[src/rtl/reg_dump_streamer.sv]
// Streams register-file contents, one beat per register, over a valid/ready port.
// Dumps start on start_i or once, automatically, TRIG_COUNT clocks after reset release.
module reg_dump_streamer #(
  parameter int DATA_W     = 32,
  parameter int LAST_REG   = 12,
  parameter int TRIG_COUNT = 25
) (
  input  logic              clk_i,
  input  logic              rst_i,
  input  logic              start_i,
  output logic [4:0]        rf_addr_o,
  input  logic [DATA_W-1:0] rf_data_i,
  output logic              out_valid_o,
  input  logic              out_ready_i,
  output logic [DATA_W-1:0] out_data_o,
  output logic [4:0]        out_idx_o,
  output logic              busy_o,
  output logic              done_o
);

  localparam logic [1:0] S_IDLE = 2'd0;
  localparam logic [1:0] S_READ = 2'd1;
  localparam logic [1:0] S_SEND = 2'd2;
  localparam logic [1:0] S_DONE = 2'd3;

  localparam logic [4:0]  LAST_IDX = 5'(LAST_REG);
  localparam logic [15:0] TRIG_SAT = 16'(TRIG_COUNT);
  localparam logic        TRIG_EN  = (TRIG_COUNT != 0);

  logic [1:0]        state_reg, state_next;
  logic [4:0]        idx_reg, idx_next;
  logic [15:0]       cnt_reg;
  logic              req_reg;
  logic              auto_hit;
  logic [DATA_W-1:0] data_reg;
  logic [4:0]        out_idx_reg;

  // Fires only on the edge where the counter steps onto TRIG_COUNT; saturation keeps it one-shot.
  assign auto_hit = TRIG_EN && (cnt_reg == TRIG_SAT - 16'd1);

  always_ff @(posedge clk_i or negedge rst_i) begin
    if (!rst_i) begin
      cnt_reg <= '0;
    end else if (cnt_reg != TRIG_SAT) begin
      cnt_reg <= cnt_reg + 16'd1;
    end
  end

  // Start requests are registered; one is accepted only while idle with nothing pending.
  always_ff @(posedge clk_i or negedge rst_i) begin
    if (!rst_i) begin
      req_reg <= 1'b0;
    end else begin
      req_reg <= (state_reg == S_IDLE) && !req_reg && (start_i || auto_hit);
    end
  end

  always_comb begin
    state_next = state_reg;
    idx_next   = idx_reg;
    case (state_reg)
      S_IDLE: begin
        if (req_reg) begin
          state_next = S_READ;
          idx_next   = 5'd0;
        end
      end
      S_READ: state_next = S_SEND;
      S_SEND: begin
        if (out_ready_i) begin
          if (idx_reg == LAST_IDX) begin
            state_next = S_DONE;
          end else begin
            idx_next   = idx_reg + 5'd1;
            state_next = S_READ;
          end
        end
      end
      S_DONE:  state_next = S_IDLE;
      default: state_next = S_IDLE;
    endcase
  end

  always_ff @(posedge clk_i or negedge rst_i) begin
    if (!rst_i) begin
      state_reg   <= S_IDLE;
      idx_reg     <= 5'd0;
      data_reg    <= '0;
      out_idx_reg <= 5'd0;
    end else begin
      state_reg <= state_next;
      idx_reg   <= idx_next;
      if (state_reg == S_READ) begin
        data_reg    <= rf_data_i;
        out_idx_reg <= idx_reg;
      end
    end
  end

  assign rf_addr_o   = (state_reg == S_READ || state_reg == S_SEND) ? idx_reg : 5'd0;
  assign out_valid_o = (state_reg == S_SEND);
  assign out_data_o  = data_reg;
  assign out_idx_o   = out_idx_reg;
  assign busy_o      = (state_reg != S_IDLE);
  assign done_o      = (state_reg == S_DONE);

endmodule

[config.mk]
export PLATFORM = sky130hd
export DESIGN_NAME = reg_dump_streamer
export DESIGN_NICKNAME = d
export VERILOG_FILES = /design/src/rtl/reg_dump_streamer.sv
export SDC_FILE = /design/constraint.sdc
export NUM_CORES = 1
export LEC_CHECK = 0
export ABC_AREA = 0
export CAP_MARGIN = 20
export CORE_MARGIN = 2
export CORE_UTILIZATION = 42
export CTS_CLUSTER_SIZE = 10
export DETAILED_ROUTE_END_ITERATION = 10
export PLACE_DENSITY = 0.75
export SYNTH_ARGS = -nofsm -noshare
export SYNTH_HDL_FRONTEND = slang
export SYNTH_SLANG_ARGS = --single-unit
[constraint.sdc]
create_clock -name clk_i -period 1.8 [get_ports clk_i]
set_input_delay 0.36 -clock clk_i [delete_from_list [all_inputs] [get_ports clk_i]]
set_output_delay 0.36 -clock clk_i [all_outputs]
set_load 0.02 [all_outputs]
# Yosys cells after proc, flatten, opt, wreduce, memory -nomap -nowiden
# Cells that the tools add are included.
word_totals:
  ff_bits: 61
  output_inout_bits: 45
  elab_cells: 36
classes:
  addsub: 2
  eq_ne: 9
  mux: 9
  n_reduce_logical: 10
op_table:
  columns: ["cell", "count"]
  rows:
  - ["2-to-1 mux 5 bit", 4]
  - ["adder 16 x 1 -> 16 bit (second input constant)", 1]
  - ["equality test 16 x 5 -> 1 bit (second input constant)", 1]
  - ["!= test 16 x 5 -> 1 bit (second input constant)", 1]
  - ["case mux 5 bit (2 select lines)", 1]
  - ["case mux 2 bit (4 select lines)", 1]
  - ["2-to-1 mux 2 bit", 3]
  - ["adder 5 x 1 -> 5 bit (second input constant)", 1]
  - ["equality test 5 x 4 -> 1 bit (second input constant)", 1]
  - ["equality test 2 bit (second input constant)", 2]
  - ["!= test 2 bit (second input constant)", 2]
  - ["AND reduction 4 bit", 1]
  - ["nonzero test 2 bit", 2]
  - ["equality test 2 x 1 -> 1 bit (second input constant)", 1]
  - ["logical AND 1 bit", 2]
  - ["logical NOT 2 bit", 1]
  - ["logical OR 1 bit", 2]
  - ["!= test 2 x 1 -> 1 bit (second input constant)", 1]
  - ["AND reduction 2 bit", 1]
  - ["logical NOT 1 bit", 1]

# Longest topological paths before layout
# Gate-level depths: netlist of the first run.
logic_depth:
  depth_word: 4
  ltp_mapped: 6
  depth_no_buf: 6

# Least setup slack after synthesis of the first run
# No wires, ideal clock.
synth_path:
  path_type: "register to register"
  from: "reg state_reg[1]"
  to: "reg data_reg[0] (netlist: out_data_o[0])"
  setup_ns: 0.125
  arrival_time_ns: 1.528
  required_time_ns: 1.675
  slack_ns: 0.147
  path_stages_with_launch: 6
  n_path_buf: 2
  synth_period_minus_slack_ns: 1.653
  path_cell_list: "dfrtp_1 inv_1 ha_1 clkbuf_1 buf_2 mux2_2"
synth_via:
  elab_chain_len: 1
synth_rtl:
  columns: ["item", "line", "source"]
  rows:
  - ["start: declaration", "30", "logic [1:0] state_reg, state_next;"]
  - ["start signal: assignment", "91", "state_reg <= state_next;"]
  - ["equality test 2 x 1 -> 1 bit", "93", "if (state_reg == S_READ) begin"]
  - ["end signal: assignment", "94", "data_reg <= rf_data_i;"]
  - ["end: declaration", "35", "logic [DATA_W-1:0] data_reg;"]
# Every way passes these cells.
# A chain may end at the register's enable or synchronous reset.

# Worst setup path after layout of the first run
layout_path:
  from: "reg state_reg[0]"
  to: "out done_o"
layout_via:
  elab_chain_len: 1
layout_rtl:
  columns: ["item", "line", "source"]
  rows:
  - ["equality test 2 bit", "105", "assign done_o = (state_reg == S_DONE);"]
  - ["end: declaration", "18", "output logic done_o"]
# Every way passes these cells.

==> impl_metrics.yaml, run 1 <==
status:
  run_status: "complete, no violations"
sta:
  finalCritPeriodShare_pct: 96.88
  rsz0062_at_grt: "false"
  hold_violations: 0
  worst_pin_slew_ns: 0.5453
  maxSlewViolCount: 0
  timing.final.ws_setup_ns: 0.05617
  fin_setup_tns_ns: 0
  setup_violations: 0
  slew_headroom_pct: 63.36
  max_freq_mhz: 573.5
  skew_ns: 0.009505
  period_needed_ns: 1.744
pwr:
  leakagePower_nw: 1.715
  peakVddDrop_mv: 1.203
  finalPower_mw: 6.300
  p_per_area_nw_per_um2: 1637
cells_and_area:
  fin_area_um2: 3847
  largest_register_ffs: 32
  nNetsFinal: 347
  final_cells: 383
  num_antenna_cells: 0
  fillers: 509
  drive_above_1_share_pct: 25.49
  areaGrowthSynthToFinish_pct: 43.42
placed_design:
  gp_congestion: 0.8271
  pre_cts_slack_ns: -0.04838
  portBuffers: 80
  place_area_um2: 3662
  dpl.cell_count: 367
  hpwl_mm: 3.923
synthesis:
  syn_avg_cell_area_um2: 13.15
  synth_ff_type: "dfrtp_1"
  seq_area_frac_synth_pct: 56.90
  netlist_area_um2: 2683
  async_flop_share_pct: 100.0
  yosysTopAreaCellShare_pct: 56.90
  yosysTopAreaCell: "dfrtp_1"
  yosys-top-cells-area: "dfrtp_1 57%, mux2_2 16%, ha_1 4.7%"
  synth_warnings: 0
  ys_types: 36
  synth_edf_count: 0
  yosysMostFrequentCell: "dfrtp_1"
  syn_inst: 204
  ys_top_cells_by_count: "61 x dfrtp_1, 37 x mux2_2, 10 x ha_1, 10 x inv_1"
  ys_ff_latch: 61
  synth_nets: 250
die:
  rows: 29
  die_area_um2: 7043
  die_w_um: 83.92
  ios: 81
  core_area_um2: 6277
  start_util_pct: 42.73
  die_height_um: 83.92
clocking:
  path_clk_slew_ns: 0.07
  tritoncts: "yes"
  worstSkewPairLatency_ns: 0.33
  root_buffer: "clkbuf_8"
  cts.path.max_buffers: 2
  cts.sinks: 61
  cts_made_buffers: 9
  h-tree-depth: 3
setup_path:
  timing.critical_path.from_type: "register"
  crit_path_cell_trace: "buf_4, ha_1, dlygate4sd2_1"
  cp_slowest_cell: "dfrtp_1"
  crit_path_end_kind: "primary output"
  cpPeakStageDelay_ns: 0.39
  worst-path-max-fanout: 4
  crit_arrival_ns: 1.38
  worstPathRequired_ns: 1.44
  crit_type: "register to primary output"
drt:
  drtIter0Drc: 84
  wire_per_inst_um: 14.18
  postRouteAntennaNets: 0
  drt-total-wl_mm: 5.432
  viasPerCell: 5.010
  vias: 1919
  first_pass_iters: 4
  drc: 0
global_route:
  grt_max_degree: 62
  track_usage_pct: 17.00
  antenna_found_initial: 0
  grt_pass1_vias: 2019
  grt_pass1_wl_mm: 9.466
  grt_overflow: 0
run:
  max_cap_viol_count: 0
worst_hold_path:
  hold_class: "input pin to async pin"
## critical path, delay by kind of cell, from the launching register on
family / cells / cell delay [ns]
adders and majority gates: 1 / 0.19
buffers and inverters: 2 / 0.47
DFF: 1 / 0.39
## stage by stage
step	hold slack (ns)	utilization (%)
final	0.02471	61.29
after floorplan	0.06441	-
after CTS	0.03970	61.59
after detailed placement	0.4005	58.34
after global routing	0.04431	61.29
after global placement	0.3947	58.34
## where the power goes
part / internal (mW) / leakage [nW] / switching [mW] / total [mW]
Combinational: 1.61 / 0.869 / 1.43 / 3.04
Sequential: 1.83 / 0.756 / 0.231 / 2.06
Clock: 0.679 / 0.0899 / 0.517 / 1.20
## area by class of cell
type / instances / area (um^2) / area share [%]
tap: 77 / 96.34 / 2.504
timing repair buffer: 91 / 874.6 / 22.73
sequential: 61 / 1526 / 39.67
inverter: 10 / 37.54 / 0.9756
clock buffer: 13 / 148.9 / 3.870
multi-input combinational: 128 / 1119 / 29.07
clock inverter: 3 / 45.04 / 1.171
## placed cells by master (no fill, tap or decap), drive strengths merged, types with 2 or more instances in the layout
cell and count:
clkdlybuf4s50 71, dfrtp 61, mux2 38, buf 17, clkbuf 14, inv 10, ha 10, nand2 9
xnor2 9, nand3 8, and2 7, xor2 5, and3 5, nor2 5, nand4 4, or4 3
a21oi 3, a41oi 2, nor2b 2, nor3 2, o311ai 2, clkinvlp 2, dlygate4sd2 2, o21ai 2
## kinds of logic after synthesis
group	synth area share (%)
adders and majority gates	4.664
xor gates and xnor gates	4.571
buffers and inverters	2.239
AOI/OAI and AO/OA	4.338
and+or+nand+nor	11.19
muxes	16.09
DFF	56.90
## repair_timing
item,CTS,global route
gates resized for setup,22,10
setup endpoints to repair,8,9
setup buffers,0,0
hold buffers,0,0
## metal layers
metal / share of wire (%) / vias up / global-route usage, %
met5: 0 / - / 0
met4: 2.1 / 0 / 8.944
met3: 4.9 / 11 / 4.352
met2: 50 / 60 / 26.55
met1: 43 / 938 / 21.80
li1: - / 910 / -
## final timing paths
kind / from / endpoint / slack, ns / depth (start not counted)
hold reg to reg: cnt_reg[15] / cnt_reg[15] / 0.48 / 1
hold / removal: rst_i / out_data_o[7] / 0.02 / 2
max in group asynchronous: rst_i / cnt_reg[2] / 1.51 / 2
setup / recovery: state_reg[0] / done_o / 0.06 / 3
setup reg to reg: cnt_reg[8] / cnt_reg[1] / 0.07 / 4
min in group clk_i: cnt_reg[15] / cnt_reg[15] / 0.48 / 1
No activity file was read; power rests on OpenSTA's default activity.
==> run 2, diff against run 1 <==
PLACE_DENSITY = not set   (was 0.75)
PLACE_DENSITY_LB_ADDON = 0.25   (was not set)
==> impl_metrics.yaml, run 2 (synthesized netlist as in run 1, its figures left out) <==
placed_design:
  gp_congestion: 0.7640
  place_area_um2: 3665
  dpl.cell_count: 366
  hpwl_mm: 3.843
  pre_cts_slack_ns: -0.01393
  portBuffers: 80
global_route:
  grt_pass1_wl_mm: 9.315
  grt_pass1_vias: 1914
  grt_max_degree: 37
  grt_overflow: 0
  antenna_found_initial: 0
  track_usage_pct: 16.80
drt:
  vias: 1909
  drc: 0
  first_pass_iters: 4
  postRouteAntennaNets: 0
  drtIter0Drc: 102
  drt-total-wl_mm: 5.411
  viasPerCell: 4.984
  wire_per_inst_um: 14.13
run:
  max_cap_viol_count: 0
cells_and_area:
  drive_above_1_share_pct: 25.82
  nNetsFinal: 347
  fin_util_pct: 61.61
  mostFrequentLayoutCells: "71 x clkdlybuf4s50_1, 60 x dfrtp_1, 37 x mux2_2, 10 x clkbuf_8"
  areaGrowthSynthToFinish_pct: 44.17
  layout_commonest_cell: "clkdlybuf4s50_1"
  fin_area_um2: 3867
  num_antenna_cells: 0
  fillers: 499
  largest_register_ffs: 32
  final_cells: 383
sta:
  setup_violations: 0
  max_freq_mhz: 572.5
  maxSlewViolCount: 0
  slew_headroom_pct: 68.85
  timing.final.ws_setup_ns: 0.05324
  hold_violations: 0
  skew_ns: 0.01233
  rsz0062_at_grt: "false"
  finalCritPeriodShare_pct: 97.04
  period_needed_ns: 1.747
  worst_pin_slew_ns: 0.4637
clocking:
  cts_made_buffers: 9
  root_buffer: "clkbuf_8"
  cts.path.max_buffers: 2
  post-cts-setup-buffer-count: 0
  path_clk_slew_ns: 0.07
  cts.sinks: 61
  worstSkewPairLatency_ns: 0.35
  tritoncts: "yes"
  h-tree-depth: 3
die:
  start_util_pct: 42.73
  die_w_um: 83.92
  ios: 81
  rows: 29
  die_area_um2: 7043
  die_height_um: 83.92
  core_area_um2: 6277
pwr:
  switchingPower_mw: 2.198
  combPwrFrac_pct: 47.9
  p_clk_share_pct: 19.3
  p_per_area_nw_per_um2: 1632
  pwr-share-seq_pct: 32.8
  switching_share_pct: 34.83
  leakagePower_nw: 1.723
  peakVddDrop_mv: 1.020
  intPower_mw: 4.112
setup_path:
  worstPathRequired_ns: 1.44
  crit_arrival_ns: 1.39
  crit_type: "register to primary output"
  worst-path-max-fanout: 4
  timing.critical_path.from_type: "register"
  crit_path_end_kind: "primary output"
status:
  run_status: "complete, no violations"
worst_hold_path:
  hold_class: "input pin to async pin"
==> run 2: per-stage QoR <==
stage	hold WS (ns)	setup TNS (ns)	power, mW
floorplan	0.06441	0	3.740
global placement	0.3061	0	5.066
detailed placement	0.3057	-0.01640	5.124
CTS	0.4753	0	6.410
global route	0.4878	0	6.687
finish	0.4641	0	6.311
==> run 2: worst paths after layout <==
check                        startpoint             end  slack [ns]  depth (start not counted)
max                        state_reg[0]          done_o        0.05                          3
min                               rst_i   out_data_o[4]        0.46                          2
max reg2reg                state_reg[0]      idx_reg[3]        0.09                          8
min reg2reg                 cnt_reg[15]     cnt_reg[15]        0.48                          1
max in group asynchronous         rst_i  out_data_o[20]        0.67                          4
min in group clk_i          cnt_reg[15]     cnt_reg[15]        0.48                          1
==> run 2: per-layer routing <==
metal	vias up	global-route usage [%]	wire length [um]
met5	-	0	0
met4	0	4.692	68
met3	8	6.924	355
met2	54	25.75	2581
met1	933	22.08	2405
li1	914	-	-
==> run 2: layout make-up <==
type	instances	area [um^2]	share of cell area [%]
Tap cell	77	96.34	2.491
Inverter	10	37.54	0.9706
Sequential cell	61	1528	39.50
Timing Repair Buffer	91	892.1	23.07
Clock buffer	10	137.6	3.559
Clock inverter	6	62.56	1.618
Multi-Input combinational cell	128	1114	28.79
==> run 2: power by group through the flow <==
stage / Sequential [mW] / Combinational, mW / Clock (mW)
after CTS: 2.08 / 3.08 / 1.26
after detailed placement: 2.10 / 3.03 / 0
final: 2.07 / 3.02 / 1.22
after global routing: 2.14 / 3.23 / 1.32
after global placement: 2.07 / 3.00 / 0
after floorplan: 2.59 / 1.15 / 0
==> run 2: what timing repair did <==
item,4_1_cts,5_1_grt
resized for setup,23,7
gates cloned,0,0
hold endpoints to repair,15,0
setup endpoints to repair,8,7
hold buffers,1,0
==> run 2: critical path, cell delays in order (launching register included) <==
cell,delay (ns)
dfrtp_1,0.39
buf_4,0.15
ha_1,0.18
dlygate4sd2_1,0.32
==> run 3, diff against run 2 <==
SLEW_MARGIN = 0   (was not set)
==> results of run 3 <==
No change in the layout: final DEF, timing and power equal those of run 2.
